==> config.mk <==
export PLATFORM = sky130hd
export DESIGN_NAME = cache_port_arbiter
export DESIGN_NICKNAME = d
export VERILOG_FILES = /design/src/rtl/cache_port_arbiter.sv
export SDC_FILE = /design/constraint.sdc
export NUM_CORES = 1
export LEC_CHECK = 0
export CAP_MARGIN = 20
export CELL_PAD_IN_SITES_DETAIL_PLACEMENT = 1
export CELL_PAD_IN_SITES_GLOBAL_PLACEMENT = 1
export CORE_MARGIN = 4
export CORE_UTILIZATION = 35
export CTS_CLUSTER_DIAMETER = 120
export CTS_CLUSTER_SIZE = 25
export DETAILED_ROUTE_END_ITERATION = 10
export PLACE_DENSITY_LB_ADDON = 0.1
export SLEW_MARGIN = 10
export SYNTH_ARGS = -nofsm -noshare
export SYNTH_HDL_FRONTEND = slang
export SYNTH_SLANG_ARGS = --single-unit
==> constraint.sdc <==
create_clock -name clk -period 6.5 [get_ports clk]
set_input_delay 1.3 -clock clk [delete_from_list [all_inputs] [get_ports clk]]
set_output_delay 1.3 -clock clk [all_outputs]
set_load 0.005 [all_outputs]
==> src/rtl/cache_port_arbiter.sv <==
// cache_port_arbiter
//   Shares the single processor-side port of the cache between two
//   requesters (port 0 and port 1) with round-robin fairness and one
//   transaction outstanding at a time.
//
//   Ports
//     clk, rst                    clock, asynchronous active-high reset
//     rN_rd_req / rN_wr_req       level requests from port N (held until done)
//     rN_addr / rN_wdata          port N address and write data
//     rN_rd_data                  last read line returned to port N
//     rN_rd_done / rN_wr_done     one-cycle completion pulses to port N
//     proc_read_req/write_req     level requests to the cache (registered)
//     proc_address/write_data     latched address / data to the cache
//     cache_read_data/ready       read response from the cache
//     cache_write_ready           write acknowledge from the cache
//     arb_timeout                 watchdog abort pulse
//
//   Optional feature: define CACHE_ARB_TIMEOUT_EN to build a watchdog that
//   aborts a BUSY transaction after TIMEOUT_CYCLES cycles without ready.
//   Without it, BUSY waits indefinitely and arb_timeout is tied low.
module cache_port_arbiter #(
  parameter int ADDR_W         = 10,
  parameter int DATA_W         = 8,
  parameter int LINE_W         = 32,
  parameter int TIMEOUT_CYCLES = 64
) (
  input  logic              clk,
  input  logic              rst,
  input  logic              r0_rd_req,
  input  logic              r0_wr_req,
  input  logic [ADDR_W-1:0] r0_addr,
  input  logic [DATA_W-1:0] r0_wdata,
  output logic [LINE_W-1:0] r0_rd_data,
  output logic              r0_rd_done,
  output logic              r0_wr_done,
  input  logic              r1_rd_req,
  input  logic              r1_wr_req,
  input  logic [ADDR_W-1:0] r1_addr,
  input  logic [DATA_W-1:0] r1_wdata,
  output logic [LINE_W-1:0] r1_rd_data,
  output logic              r1_rd_done,
  output logic              r1_wr_done,
  output logic              proc_read_req,
  output logic              proc_write_req,
  output logic [ADDR_W-1:0] proc_address,
  output logic [DATA_W-1:0] proc_write_data,
  input  logic [LINE_W-1:0] cache_read_data,
  input  logic              cache_read_ready,
  input  logic              cache_write_ready,
  output logic              arb_timeout
);

  typedef enum logic [1:0] {
    IDLE = 2'd0,
    BUSY = 2'd1,
    RESP = 2'd2
  } state_t;

  state_t              state_q, state_d;
  logic                last_grant_q, last_grant_d;
  logic                gnt_port_q, gnt_port_d;   // 0: port 0, 1: port 1
  logic                gnt_wr_q, gnt_wr_d;       // 0: read, 1: write
  logic [ADDR_W-1:0]   addr_q, addr_d;
  logic [DATA_W-1:0]   wdata_q, wdata_d;
  logic                rd_req_q, rd_req_d;
  logic                wr_req_q, wr_req_d;
  logic [LINE_W-1:0]   r0_rd_data_q, r0_rd_data_d;
  logic [LINE_W-1:0]   r1_rd_data_q, r1_rd_data_d;
  logic                r0_rd_done_q, r0_rd_done_d;
  logic                r0_wr_done_q, r0_wr_done_d;
  logic                r1_rd_done_q, r1_rd_done_d;
  logic                r1_wr_done_q, r1_wr_done_d;

  logic                pend0, pend1, pick;
  logic                finish;

`ifdef CACHE_ARB_TIMEOUT_EN
  localparam int CNT_W = (TIMEOUT_CYCLES < 2) ? 1 : $clog2(TIMEOUT_CYCLES);
  logic [CNT_W-1:0]    cnt_q, cnt_d;
  logic                timeout_q, timeout_d;
  logic                expire;
  // The TIMEOUT_CYCLES-th BUSY cycle is the one that sees cnt == limit-1.
  assign expire = (cnt_q == CNT_W'(TIMEOUT_CYCLES - 1));
`endif

  assign pend0 = r0_rd_req | r0_wr_req;
  assign pend1 = r1_rd_req | r1_wr_req;
  // Port 1 wins when it is alone, or when both pend and port 0 had the last grant.
  assign pick  = pend1 & (~pend0 | ~last_grant_q);

  always_comb begin
    state_d      = state_q;
    last_grant_d = last_grant_q;
    gnt_port_d   = gnt_port_q;
    gnt_wr_d     = gnt_wr_q;
    addr_d       = addr_q;
    wdata_d      = wdata_q;
    rd_req_d     = rd_req_q;
    wr_req_d     = wr_req_q;
    r0_rd_data_d = r0_rd_data_q;
    r1_rd_data_d = r1_rd_data_q;
    finish       = 1'b0;
`ifdef CACHE_ARB_TIMEOUT_EN
    cnt_d        = cnt_q;
    timeout_d    = 1'b0;
`endif

    case (state_q)
      IDLE: begin
        if (pend0 | pend1) begin
          gnt_port_d   = pick;
          // Read has priority when a port raises both; its write stays pending.
          gnt_wr_d     = pick ? ~r1_rd_req : ~r0_rd_req;
          addr_d       = pick ? r1_addr  : r0_addr;
          wdata_d      = pick ? r1_wdata : r0_wdata;
          last_grant_d = pick;
          state_d      = BUSY;
`ifdef CACHE_ARB_TIMEOUT_EN
          cnt_d        = '0;
`endif
        end
      end

      BUSY: begin
        // First BUSY cycle issues the registered request; ready is only
        // honoured once the matching request is visible to the cache.
        if (!(rd_req_q | wr_req_q)) begin
          rd_req_d = ~gnt_wr_q;
          wr_req_d = gnt_wr_q;
        end else if (rd_req_q && cache_read_ready) begin
          if (gnt_port_q) r1_rd_data_d = cache_read_data;
          else            r0_rd_data_d = cache_read_data;
          rd_req_d = 1'b0;
          finish   = 1'b1;
          state_d  = RESP;
        end else if (wr_req_q && cache_write_ready) begin
          wr_req_d = 1'b0;
          finish   = 1'b1;
          state_d  = RESP;
        end
`ifdef CACHE_ARB_TIMEOUT_EN
        if (state_d == BUSY) begin
          if (expire) begin
            rd_req_d  = 1'b0;
            wr_req_d  = 1'b0;
            finish    = 1'b1;
            timeout_d = 1'b1;
            state_d   = RESP;
          end else begin
            cnt_d = cnt_q + CNT_W'(1);
          end
        end
`endif
      end

      RESP: begin
        state_d = IDLE;
      end

      default: begin
        state_d  = IDLE;
        rd_req_d = 1'b0;
        wr_req_d = 1'b0;
      end
    endcase

    r0_rd_done_d = finish & ~gnt_port_q & ~gnt_wr_q;
    r0_wr_done_d = finish & ~gnt_port_q &  gnt_wr_q;
    r1_rd_done_d = finish &  gnt_port_q & ~gnt_wr_q;
    r1_wr_done_d = finish &  gnt_port_q &  gnt_wr_q;
  end

  always_ff @(posedge clk or posedge rst) begin
    if (rst) begin
      state_q      <= IDLE;
      last_grant_q <= 1'b1;
      gnt_port_q   <= 1'b0;
      gnt_wr_q     <= 1'b0;
      addr_q       <= '0;
      wdata_q      <= '0;
      rd_req_q     <= 1'b0;
      wr_req_q     <= 1'b0;
      r0_rd_data_q <= '0;
      r1_rd_data_q <= '0;
      r0_rd_done_q <= 1'b0;
      r0_wr_done_q <= 1'b0;
      r1_rd_done_q <= 1'b0;
      r1_wr_done_q <= 1'b0;
`ifdef CACHE_ARB_TIMEOUT_EN
      cnt_q        <= '0;
      timeout_q    <= 1'b0;
`endif
    end else begin
      state_q      <= state_d;
      last_grant_q <= last_grant_d;
      gnt_port_q   <= gnt_port_d;
      gnt_wr_q     <= gnt_wr_d;
      addr_q       <= addr_d;
      wdata_q      <= wdata_d;
      rd_req_q     <= rd_req_d;
      wr_req_q     <= wr_req_d;
      r0_rd_data_q <= r0_rd_data_d;
      r1_rd_data_q <= r1_rd_data_d;
      r0_rd_done_q <= r0_rd_done_d;
      r0_wr_done_q <= r0_wr_done_d;
      r1_rd_done_q <= r1_rd_done_d;
      r1_wr_done_q <= r1_wr_done_d;
`ifdef CACHE_ARB_TIMEOUT_EN
      cnt_q        <= cnt_d;
      timeout_q    <= timeout_d;
`endif
    end
  end

  assign proc_read_req   = rd_req_q;
  assign proc_write_req  = wr_req_q;
  assign proc_address    = addr_q;
  assign proc_write_data = wdata_q;
  assign r0_rd_data      = r0_rd_data_q;
  assign r1_rd_data      = r1_rd_data_q;
  assign r0_rd_done      = r0_rd_done_q;
  assign r0_wr_done      = r0_wr_done_q;
  assign r1_rd_done      = r1_rd_done_q;
  assign r1_wr_done      = r1_wr_done_q;
`ifdef CACHE_ARB_TIMEOUT_EN
  assign arb_timeout     = timeout_q;
`else
  assign arb_timeout     = 1'b0;
`endif

endmodule

==> run_results.csv <==
group,metric,value,unit
cts,htree_levels,3,
timing,worst_pin_slew,917,ps
die,num_io_pins,165,
yosys,synth_warnings,0,
cells_and_area,postLayoutCellArea,5770,um2
die,rows,38,
placed_design,place_area,5590,um2
timing,post-route-period-util,52.9,%
cells_and_area,syn_to_final_growth,50.0,%
die,fp.dieW,113,um
cells_and_area,layoutNonFillerInstCount,591,
placed_design,dp_hpwl,7500,um
detailed_routing,drt_wl_total,10500,um
cells_and_area,finish.utilization,53.5,%
run_status,status,"completed",
job,maxCapViolations,0,
detailed_routing,wl_per_cell,17.7,um
cts,cts_tree,"built",
pwr,peakVddDrop,0.160,mV
worst_setup_path,slowest_delay,850,ps
min_path,min_from,"r0_rd_data[2]$_DFFE_PP0P_",
detailed_routing,vias,2901,
cells_and_area,n_antenna_cell,0,
cts,cts_hold_buffers,0,
die,dieArea,12700,um2
worst_setup_path,crit_path_max_fanout,22,
yosys,synth_edf_count,0,
global_routing,grt_start_max_net_pins,49,
timing,setup_viol,0,
timing,rsz0062_at_grt,"false",
global_routing,antenna_found_initial,0,
timing,setup_ws,3060,ps
timing,fin_hold_ws,490,ps
yosys,avgSynthCellArea,13.4,um2
worst_setup_path,worstSetupPathType,"in2reg",
yosys,synth.distinct_cells,35,
global_routing,grt_pass1_vias,3250,
cells_and_area,drive_gt1_share,12.9,%
cts,cts.sink_count,93,
timing,max_freq,291,MHz
detailed_routing,viasPerCell,4.91,
yosys,synthCells,286,
timing,skew,11.5,ps
cts,clockBufferDepth,2,
worst_setup_path,cp_slowest_cell,"or4_1",
timing,final.setup.tns,0,ps
die,initial_core_util,35.6,%
timing,timing_hold_violations_final,0,
cts,numCtsBuffers,9,
placed_design,dpl_worst_slack,2680,ps
cells_and_area,fillerInstances,1117,
die,die_h,113,um
worst_setup_path,regToRegSetupSlack,4680,ps
yosys,synth_area,3850,um2
global_routing,overflow,0,
placed_design,numPortBuffers,163,
worst_setup_path,worstSetupStartpointType,"input port",
cts,clk_pin_slew_worst_paths,90,ps
cts,clock_latency,350,ps
placed_design,gp_congestion,0.758,
detailed_routing,detail_route.first_pass.iterations,4,
pwr,pwr_density_cell,441,nW/um2
detailed_routing,drtIter0Drc,58,
cells_and_area,layout_commonest_cell,"clkdlybuf4s50_1",
cts,cts_resized,0,
yosys,ys_ff_latch,93,
timing,layout_min_cycle_time,3440,ps
yosys,ys_seq_area_share,60.5,%
pwr,power_leakage,2.38,nW
timing,drv_slew,0,
worst_setup_path,reg2reg_to,"r0_rd_data[30]$_DFFE_PP0P_",
worst_setup_path,timing.rr.start,"proc_read_req$_DFFE_PP0P_",
min_path,min_delay_path_depth,1,
worst_setup_path,r2r_cells,4,
placed_design,dp_cells,575,
detailed_routing,ant_nets,0,
cts,cts-root-buf,"clkbuf_8",
global_routing,grt_pass1_wl,16600,um
timing,max-slew-margin-rel,38.9,%
detailed_routing,drc,0,
die,core_area,10800,um2
cts,cts_setup_buffers,0,
min_path,holdCritPathClass,"reg2reg",
min_path,holdPathEnd,"r0_rd_data[2]$_DFFE_PP0P_",
worst_setup_path,arrival,3680,ps
yosys,async_reset_ff_share,100,%
yosys,synthesis.nets,362,
cells_and_area,layout_common_cells,"clkdlybuf4s50_1, dfrtp_1, mux2_1",
pwr,power,2.55,mW
worst_setup_path,crit_path_end_kind,"flop",
worst_setup_path,worstPathRequired,6750,ps
yosys,synth_ff_type,"dfrtp_1",
cells_and_area,nNetsFinal,522,
worst_setup_path,crit_chain,"clkdlybuf4s50_1 -> or4_1 -> and2_1 -> mux2_4",
global_routing,grtUsageTotal,16.5,%
## Yosys cell counts, types with 4 or more instances
cell type   n  area (um2)
mux2_1     34         383
a31oi_1    18         113
dfrtp_1    92        2300
inv_1       5        18.8
a21oi_1    19        95.1
clkbuf_1    6        22.5
mux2_2     30         338
nand3b_1   19         143
buf_2       7        35.0
buf_4       4        30.0
nor2_1      4        15.0
o21ai_0    18        90.1
## routing by layer
metal	routed length [um]	up-vias	global-route usage [%]
li1	-	1358	-
met1	4510	1430	20.0
met2	5040	102	28.0
met3	781	11	5.19
met4	136	0	5.29
met5	0	-	0
## state kept, by name, indices dropped and copies added (netlist names)
| signal | flops |
|---|---|
| r0_wr_done | 1 |
| proc_write_data | 8 |
| proc_address | 10 |
| r0_rd_done | 1 |
| state_q | 2 |
| gnt_wr_q | 1 |
| gnt_port_q | 1 |
| r1_rd_data | 32 |
| last_grant_q | 1 |
| proc_write_req | 1 |
| r1_wr_done | 1 |
| r0_rd_data | 32 |
| r1_rd_done | 1 |
| proc_read_req | 1 |
## cell type report
| cell class | count | area (um2) | share of cell area, % |
|---|---|---|---|
| clock inverters | 5 | 52.6 | 0.911 |
| multi-input cells | 168 | 1390 | 24.1 |
| flip-flops and latches | 93 | 2330 | 40.4 |
| inverters | 6 | 25.0 | 0.434 |
| clock buffers | 11 | 131 | 2.28 |
| well taps | 140 | 175 | 3.04 |
| repair buffers | 168 | 1670 | 28.9 |
## how the worst max path moves through the flow
| stage | end | startpoint |
|---|---|---|
| after detailed placement | gnt_port_q$_DFFE_PP0P_ | r0_wr_req |
| after floorplan | gnt_port_q$_DFFE_PP0P_ | rst |
| final | gnt_port_q$_DFFE_PP0P_ | r0_wr_req |
| after global routing | gnt_port_q$_DFFE_PP0P_ | r0_rd_req |
| after CTS | gnt_port_q$_DFFE_PP0P_ | r0_wr_req |
| after global placement | gnt_port_q$_DFFE_PP0P_ | r1_wr_req |
## worst max-delay path, delay by kind of cell
| family | cells | cell delay [ps] |
|---|---|---|
| buf+inv | 1 | 480 |
| mux | 1 | 420 |
| simple gates | 2 | 1470 |
## kinds of logic (layout without fill, tap and decap cells)
logic type | Yosys count | after routing | share of synthesized area [%]
flip-flops | 93 | 93 | 60.5
AO/OA/AOI/OAI | 66 | 66 | 10.1
multiplexers | 66 | 66 | 19.5
AND/OR/NAND/NOR | 35 | 35 | 6.34
buffers and inverters | 25 | 190 | 3.45
other | 1 | 1 | 0.0975
## report_power, final
| part | total (mW) | switching, mW | leakage (nW) | internal (mW) |
|---|---|---|---|---|
| combinational | 1.15 | 0.420 | 1.17 | 0.726 |
| clock | 0.369 | 0.193 | 0.0931 | 0.176 |
| sequential | 1.03 | 0.167 | 1.12 | 0.865 |
(Power assumes the default switching activity.)
